File: src/rtl/icallccnn_sequencer.sv
// Execution sequencer for Z80 CALL cc,nn: fetches nn, evaluates cc, pushes PC+2
// and redirects PC when taken. All bus and register-file outputs are registered.
module icallccnn_sequencer (
    input  logic        CLK,
    input  logic        notReset,
    input  logic        P2_Set_ICALLccnn_0_0,
    input  logic        P2_Set_ICALLccnn_1_0,
    input  logic        P2_Set_ICALLccnn_2_0,
    input  logic        P2_Set_ICALLccnn_3_0,
    input  logic        P2_Set_ICALLccnn_4_0,
    input  logic        P2_Set_ICALLccnn_5_0,
    input  logic        P2_Set_ICALLccnn_6_0,
    input  logic        P2_Set_ICALLccnn_7_0,
    input  logic [7:0]  flags,
    input  logic [15:0] pc_in,
    input  logic [15:0] sp_in,
    output logic        mem_req,
    output logic        mem_we,
    output logic [15:0] mem_addr,
    output logic [7:0]  mem_wdata,
    input  logic [7:0]  mem_rdata,
    input  logic        mem_ack,
    output logic        busy,
    output logic        pc_load,
    output logic [15:0] pc_next,
    output logic        sp_load,
    output logic [15:0] sp_next,
    output logic        done,
    output logic        start_err
);

    typedef enum logic [2:0] {
        S_IDLE, S_RD_LO, S_RD_HI, S_EVAL, S_WR_HI, S_WR_LO, S_FINISH
    } state_t;

    state_t      state_q;
    logic [15:0] pc_q, sp_q, nn_q;
    logic        cond_q;
    logic        mem_req_q, mem_we_q, pc_load_q, sp_load_q, done_q, start_err_q;
    logic [15:0] mem_addr_q, pc_next_q, sp_next_q;
    logic [7:0]  mem_wdata_q;

    logic [7:0]  strobe_d, cond_vec_d;
    logic        one_hot_d, multi_d, cond_d;
    logic [15:0] ret_d;

    assign strobe_d = {P2_Set_ICALLccnn_7_0, P2_Set_ICALLccnn_6_0,
                       P2_Set_ICALLccnn_5_0, P2_Set_ICALLccnn_4_0,
                       P2_Set_ICALLccnn_3_0, P2_Set_ICALLccnn_2_0,
                       P2_Set_ICALLccnn_1_0, P2_Set_ICALLccnn_0_0};

    // Bit k holds the truth of condition k: NZ,Z,NC,C,PO,PE,P,M.
    assign cond_vec_d = {flags[7], ~flags[7], flags[2], ~flags[2],
                         flags[0], ~flags[0], flags[6], ~flags[6]};

    assign one_hot_d = (strobe_d != 8'd0) && ((strobe_d & (strobe_d - 8'd1)) == 8'd0);
    assign multi_d   = (strobe_d != 8'd0) && !one_hot_d;
    assign cond_d    = |(strobe_d & cond_vec_d);
    assign ret_d     = pc_q + 16'd2;

    always_ff @(posedge CLK or negedge notReset) begin
        if (!notReset) begin
            state_q     <= S_IDLE;
            pc_q        <= 16'd0;
            sp_q        <= 16'd0;
            nn_q        <= 16'd0;
            cond_q      <= 1'b0;
            mem_req_q   <= 1'b0;
            mem_we_q    <= 1'b0;
            mem_addr_q  <= 16'd0;
            mem_wdata_q <= 8'd0;
            pc_load_q   <= 1'b0;
            pc_next_q   <= 16'd0;
            sp_load_q   <= 1'b0;
            sp_next_q   <= 16'd0;
            done_q      <= 1'b0;
            start_err_q <= 1'b0;
        end else begin
            pc_load_q   <= 1'b0;
            sp_load_q   <= 1'b0;
            done_q      <= 1'b0;
            start_err_q <= 1'b0;
            case (state_q)
                S_IDLE: begin
                    if (one_hot_d) begin
                        pc_q       <= pc_in;
                        sp_q       <= sp_in;
                        cond_q     <= cond_d;
                        mem_req_q  <= 1'b1;
                        mem_we_q   <= 1'b0;
                        mem_addr_q <= pc_in;
                        state_q    <= S_RD_LO;
                    end else if (multi_d) begin
                        start_err_q <= 1'b1;
                    end
                end
                S_RD_LO: begin
                    if (mem_ack) begin
                        nn_q[7:0]  <= mem_rdata;
                        mem_addr_q <= pc_q + 16'd1;
                        state_q    <= S_RD_HI;
                    end
                end
                S_RD_HI: begin
                    if (mem_ack) begin
                        nn_q[15:8] <= mem_rdata;
                        mem_req_q  <= 1'b0;
                        if (cond_q) begin
                            state_q <= S_EVAL;
                        end else begin
                            done_q    <= 1'b1;
                            pc_load_q <= 1'b1;
                            pc_next_q <= ret_d;
                            state_q   <= S_FINISH;
                        end
                    end
                end
                S_EVAL: begin
                    mem_req_q   <= 1'b1;
                    mem_we_q    <= 1'b1;
                    mem_addr_q  <= sp_q - 16'd1;
                    mem_wdata_q <= ret_d[15:8];
                    state_q     <= S_WR_HI;
                end
                S_WR_HI: begin
                    if (mem_ack) begin
                        mem_addr_q  <= sp_q - 16'd2;
                        mem_wdata_q <= ret_d[7:0];
                        state_q     <= S_WR_LO;
                    end
                end
                S_WR_LO: begin
                    if (mem_ack) begin
                        mem_req_q <= 1'b0;
                        mem_we_q  <= 1'b0;
                        done_q    <= 1'b1;
                        pc_load_q <= 1'b1;
                        pc_next_q <= nn_q;
                        sp_load_q <= 1'b1;
                        sp_next_q <= sp_q - 16'd2;
                        state_q   <= S_FINISH;
                    end
                end
                S_FINISH: state_q <= S_IDLE;
                default:  state_q <= S_IDLE;
            endcase
        end
    end

    assign busy      = (state_q != S_IDLE);
    assign mem_req   = mem_req_q;
    assign mem_we    = mem_we_q;
    assign mem_addr  = mem_addr_q;
    assign mem_wdata = mem_wdata_q;
    assign pc_load   = pc_load_q;
    assign pc_next   = pc_next_q;
    assign sp_load   = sp_load_q;
    assign sp_next   = sp_next_q;
    assign done      = done_q;
    assign start_err = start_err_q;

endmodule
File: config.mk
export PLATFORM = sky130hd
export DESIGN_NAME = icallccnn_sequencer
export DESIGN_NICKNAME = d
export VERILOG_FILES = /design/src/rtl/icallccnn_sequencer.sv
export SDC_FILE = /design/constraint.sdc
export NUM_CORES = 1
export LEC_CHECK = 0
export CAP_MARGIN = 15
export CORE_MARGIN = 8
export CORE_UTILIZATION = 52
export DETAILED_ROUTE_END_ITERATION = 10
export GPL_TIMING_DRIVEN = 0
export PLACE_DENSITY = 0.92
export SLEW_MARGIN = 10
export SYNTH_ARGS = -nofsm -noshare
export SYNTH_HDL_FRONTEND = slang
export SYNTH_SLANG_ARGS = --single-unit
File: constraint.sdc
create_clock -name CLK -period 2.85 [get_ports CLK]
set_input_delay 0.57 -clock CLK [delete_from_list [all_inputs] [get_ports CLK]]
set_output_delay 0.57 -clock CLK [all_outputs]
set_load 0.02 [all_outputs]
Word level (Yosys, flattened, before mapping)

Index checks and enable logic that the tools add are counted.

Reduce and logical (&&, ||, !) cells: 24
Bitwise gates (word level): 6
Equal/unequal tests: 12
Muxes and demuxes: 30
Add/sub/neg operators: 5

Operators by type and width:

| kind                                               | count |
|---|---|
| 2-to-1 mux 16 bit                                  | 6 |
| one-hot mux 16 bit (4 select lines)                | 1 |
| one-hot mux 16 bit (2 select lines)                | 1 |
| 2-to-1 mux 3 bit                                   | 6 |
| one-hot mux 3 bit (6 select lines)                 | 1 |
| adder 16 x 1 -> 16 bit, second input constant      | 1 |
| adder 16 x 2 -> 16 bit, second input constant      | 1 |
| bitwise AND 8 bit                                  | 2 |
| one-hot mux 8 bit (2 select lines)                 | 1 |
| subtractor 16 x 1 -> 16 bit, second input constant | 1 |
| subtractor 16 x 2 -> 16 bit, second input constant | 1 |
| inequality test 2 bit, second input constant       | 6 |
| 2-to-1 mux 1 bit                                   | 10 |
| AND reduction 2 bit                                | 5 |
| nonzero test 3 bit                                 | 3 |
| zero test 8 bit                                    | 1 |
| 2-to-1 mux 8 bit                                   | 1 |
| AND reduction 4 bit                                | 2 |
| nonzero test 8 bit                                 | 1 |
| OR reduction 8 bit                                 | 1 |
| subtractor 8 x 1 -> 8 bit, second input constant   | 1 |
| == test 3 x 2 -> 1 bit, second input constant      | 2 |
| == test 3 bit, second input constant               | 2 |
| one-hot mux 1 bit (3 select lines)                 | 2 |
| other kinds (12)                                   | 18 |

Word-level logic and storage cells: 92
Output and inout port bits: 63
Input bits: 59
Bits in registers: 113

Depth between registers and ports, before layout

Depth in word-level cells: 9
Gate-level depth with buffers: 10

Worst setup path after synthesis

OpenSTA, ideal clock, no wires.

Path type: input-to-reg
Start point: input port P2_Set_ICALLccnn_0_0
End point: register mem_addr_q[8], in the netlist mem_addr[8]
Path buffers: 1
Slack: 0.422 ns
Arrival: 2.300 ns
Cell stages on the path: 7
Data required time: 2.723 ns
Cells stage by stage: nor4_4 xnor2_1 a211o_1 a211oi_2 or2_2 buf_6 mux2_1

Cells in the longest elaborated chain, start to end: 6
Elaborated cells between the ends (all ways): 7

RTL lines:

| what                                | line | text |
|---|---|---|
| start, declared                     | 6    | `input logic P2_Set_ICALLccnn_0_0,` |
| subtractor 8 x 1 -> 8 bit           | 56   | `assign one_hot_d = (strobe_d != 8'd0) && ((strobe_d & (strobe_d - 8'd1)) == 8'd0);` |
| bitwise AND 8 bit                   | 56   |  |
| zero test 8 bit                     | 56   |  |
| logical AND 1 bit (*)               | 56   |  |
| inequality test 2 bit (no line) (*) | -    |  |
| AND reduction 4 bit (no line) (*)   | -    |  |
| end signal, assigned                | 91   | `mem_addr_q <= pc_in;` |
| end signal, assigned                | 100  | `mem_addr_q <= pc_q + 16'd1;` |
| end signal, assigned                | 121  | `mem_addr_q <= sp_q - 16'd1;` |
| end, declared                       | 40   | `logic [15:0] mem_addr_q, pc_next_q, sp_next_q;` |

Mark *: on every way between the ends. The rest lies on a longest branch, timed or not.
A chain may end at the register's enable or synchronous reset.

Final worst setup path

Start point: input port P2_Set_ICALLccnn_2_0
End point: register mem_addr_q[11], in the netlist mem_addr[11]

Cells in the longest elaborated chain, start to end: 6
Elaborated cells between the ends (all ways): 7

RTL lines:

| what                                | line | text |
|---|---|---|
| start, declared                     | 8    | `input logic P2_Set_ICALLccnn_2_0,` |
| subtractor 8 x 1 -> 8 bit           | 56   |  |
| bitwise AND 8 bit                   | 56   |  |
| zero test 8 bit                     | 56   |  |
| logical AND 1 bit (*)               | 56   |  |
| inequality test 2 bit (no line) (*) | -    |  |
| AND reduction 4 bit (no line) (*)   | -    |  |

Marks and branches as above.

==> flow_metrics.env <==
export IMPL_status="completed"
export IMPL_final_cell_mix="116 x clkdlybuf4s50_1, 113 x dfrtp_1, 62 x nand2_1, 48 x nor2_1, 47 x mux2_2"
export IMPL_netlist_instances=617
export IMPL_gp_congestion=0.8921
export IMPL_intPower_uw=6004
export IMPL_worstSkewPairLatency_ns=0.42
export IMPL_synth_simple_gate_area_frac=0.1437
export IMPL_hp_class="input pin to asynchronous set/reset pin"
export IMPL_fin_worst_skew_ns=0.006775
export IMPL_fmax_ghz=0.3602
export IMPL_ys_ff_latch=113
export IMPL_ir_drop_mv=0.6589
export IMPL_min_period_ns=2.777
export IMPL_grt_pass1_vias=5827
export IMPL_synth_cell_types=60
export IMPL_dp_hpwl_mm=14.68
export IMPL_num_antenna_cells=0
export IMPL_fin_util=0.7155
export IMPL_cts_hold_fix_buffers=0
export IMPL_synth_top_family_by_area="compound AO/OA/AOI/OAI gates"
export IMPL_yosysSeqAreaShare=0.4674
export IMPL_antenna_found_initial=0
export IMPL_crit_required_ns=3.14
export IMPL_endpoint_kind="flip-flop"
export IMPL_p_comb_frac=0.480
export IMPL_viasPerCell=6.112
export IMPL_maxCapViolations=0
export IMPL_crit_path_start_kind="input pin"
export IMPL_ys_async_sr_fraction=1.000
export IMPL_clkSinkCount=113
export IMPL_drt_iter0_markers=524
export IMPL_yosysWarnings=0
export IMPL_synthXorXnorAreaFrac=0.06660
export IMPL_finalHoldViolations=0
export IMPL_drtAntennaViolNets=0
export IMPL_fin_crit_sh=0.9742
export IMPL_drv_slew=0
export IMPL_yosys_area_share_adder=0.01200
export IMPL_synth_top_area_frac=0.4674
export IMPL_cts_tree="done"
export IMPL_max_stage_delay_ns=0.50
export IMPL_clk_pin_slew_ns=0.06
export IMPL_grt_max_degree=64
export IMPL_io_buffers=117
export IMPL_ios=122
export IMPL_p_seq_frac=0.291
export IMPL_synth_top_area_cell="dfrtp_1"
export IMPL_synth_compound_gate_area_share=0.1444
export IMPL_grt_pass1_wl_mm=30.99
export IMPL_path_class="input pin to flip-flop"
export IMPL_seqCellArea_um2=2828
export IMPL_synth_mux_area_frac=0.1251
export IMPL_setup_tns_ns=0
export IMPL_dr_pass1_iters=5
export IMPL_p_sw_uw=4210
export IMPL_grt_overflow_total=0
export IMPL_drive_above_1_share=0.1434
export IMPL_syn_area_um2=6050
export IMPL_power_density_nw_per_um2=1255
export IMPL_clockBufferDepth=2
export IMPL_critPathMaxFanout=10
export IMPL_synth_edf_count=0
export IMPL_core_area_um2=11370
export IMPL_dp_slack_ns=-0.6900
export IMPL_cts_buffers=17
export IMPL_leakagePower_uw=0.003401
export IMPL_rsz0062_at_grt="false"
export IMPL_timing_final_ws_setup_ns=0.07342
export IMPL_fp_row_count=39
export IMPL_clkPwrFrac=0.229
export IMPL_slowest_stage="clkdlybuf4s50_1"
export IMPL_grt_usage=0.2656
export IMPL_worstPathCellList="clkdlybuf4s50_1 -> nor4_4 -> xnor2_1 -> a211o_1 -> a211oi_4 -> or2_2 -> buf_6 -> mux2_1"
export IMPL_drc=0
export IMPL_wl_per_cell_um=21.88
export IMPL_synth_ff_type="dfrtp_1"
export IMPL_initial_utilization=0.5321
export IMPL_dieArea_um2=15340
export IMPL_die_h_um=123.9
export IMPL_mostFrequentLayoutCell="clkdlybuf4s50_1"
export IMPL_wl_mm=19.91
export IMPL_maxSlewHeadroom=0.4600
export IMPL_h_tree_depth=4
export IMPL_ys_top_cells_by_area="dfrtp_1 47%, mux2_2 8.7%, nand2_1 3.8%"
export IMPL_cts_root_buf="clkbuf_16"
export IMPL_multiInputGateArea_um2=3034
export IMPL_area_growth_pct=34.48
export IMPL_avgSynthCellArea_um2=9.805
export IMPL_vias=5562
export IMPL_worstPathArrival_ns=3.07
export IMPL_setup_viol=0
export IMPL_synth_net_count=681
export IMPL_final_fill_count=834
export IMPL_tightest_slew_ns=0.8083
export IMPL_power_switching_share=0.4122
export IMPL_die_w_um=123.9
export IMPL_nets=818
metal layers:
| layer | up-vias | GRT usage | routed length (um) |
|---|---|---|---|
| li1 | 2473 | - | - |
| met1 | 2755 | 0.3288 | 7948 |
| met2 | 276 | 0.4168 | 9501 |
| met3 | 58 | 0.07117 | 1777 |
| met4 | 0 | 0.1445 | 685 |
| met5 | - | 0 | 0 |
synthesized netlist by cell type, types with 13 or more instances:
library cell,instances
mux2_2,47
nor3_1,13
nand3_1,15
clkbuf_1,31
a21oi_1,42
mux2i_1,16
nor2_1,50
xnor2_1,22
o21ai_0,44
nand2_1,62
dfrtp_1,113
xor2_1,24
cell type report:
| type | instances | share of cell area |
|---|---|---|
| Inverter | 13 | 0.005998 |
| Clock inverter | 14 | 0.02615 |
| Tap cell | 143 | 0.02199 |
| Multi-Input combinational cell | 445 | 0.3730 |
| Timing Repair Buffer | 119 | 0.1484 |
| Buffer | 45 | 0.02415 |
| Sequential cell | 113 | 0.3476 |
| Clock buffer | 18 | 0.05275 |
flip-flops by register name (all words and copies together), names as in the netlist:
| name | cells |
|---|---|
| sp_q | 16 |
| cond_q | 1 |
| sp_load | 1 |
| state_q | 3 |
| mem_addr | 16 |
| mem_we | 1 |
| done | 1 |
| nn_q | 16 |
| pc_next | 16 |
| start_err | 1 |
| sp_next | 16 |
| mem_wdata | 8 |
| pc_q | 16 |
| mem_req | 1 |
stage by stage:
step	cells	total power, uW	cell area (um2)	hold WS (ns)
global route	910	10700	8135	0.1290
floorplan	617	5732	6050	0.2744
CTS	910	10100	8097	0.1070
global placement	877	7514	7400	0.4566
finish	910	10210	8135	0.08586
detailed placement	878	7699	7428	0.4735
final timing paths:
check	cells after the start	start	to	slack (ns)
max in group asynchronous	2	notReset	pc_next[15]	2.08
setup reg to reg	7	state_q[2]	mem_addr[11]	0.10
hold reg to reg	1	mem_addr[8]	mem_addr[8]	0.48
min in group CLK	1	mem_addr[8]	mem_addr[8]	0.48
setup / recovery	8	P2_Set_ICALLccnn_2_0	mem_addr[11]	0.07
hold / removal	1	notReset	sp_next[0]	0.09
critical path, delay by kind of cell:
family                 cells  cell delay, ns
AO/OA/AOI/OAI              2            0.70
buffers and inverters      2            0.67
XOR/XNOR                   1            0.12
multiplexers               1            0.35
AND/OR/NAND/NOR            2            0.64
kinds of logic after synthesis:
group / after synthesis
and+or+nand+nor: 183
AOI/OAI and AO/OA: 141
DFF: 113
muxes: 69
buffers and inverters: 59
xor gates and xnor gates: 46
adders and majority gates: 6
power groups by stage:
stage | Clock [uW] | Combinational [uW] | Sequential [uW]
final | 2340 | 4900 | 2980
after global routing | 2420 | 5230 | 3050
after CTS | 2340 | 4820 | 2940
after detailed placement | 0 | 4750 | 2950
after global placement | 0 | 4610 | 2900
after floorplan | 0 | 2430 | 3300
timing repair:
item,4_1_cts,5_1_grt
setup endpoints to repair,35,25
setup buffers,0,1
gates resized for setup,6,7
pin swaps,0,3
No activity file was read; power rests on OpenSTA's default activity.
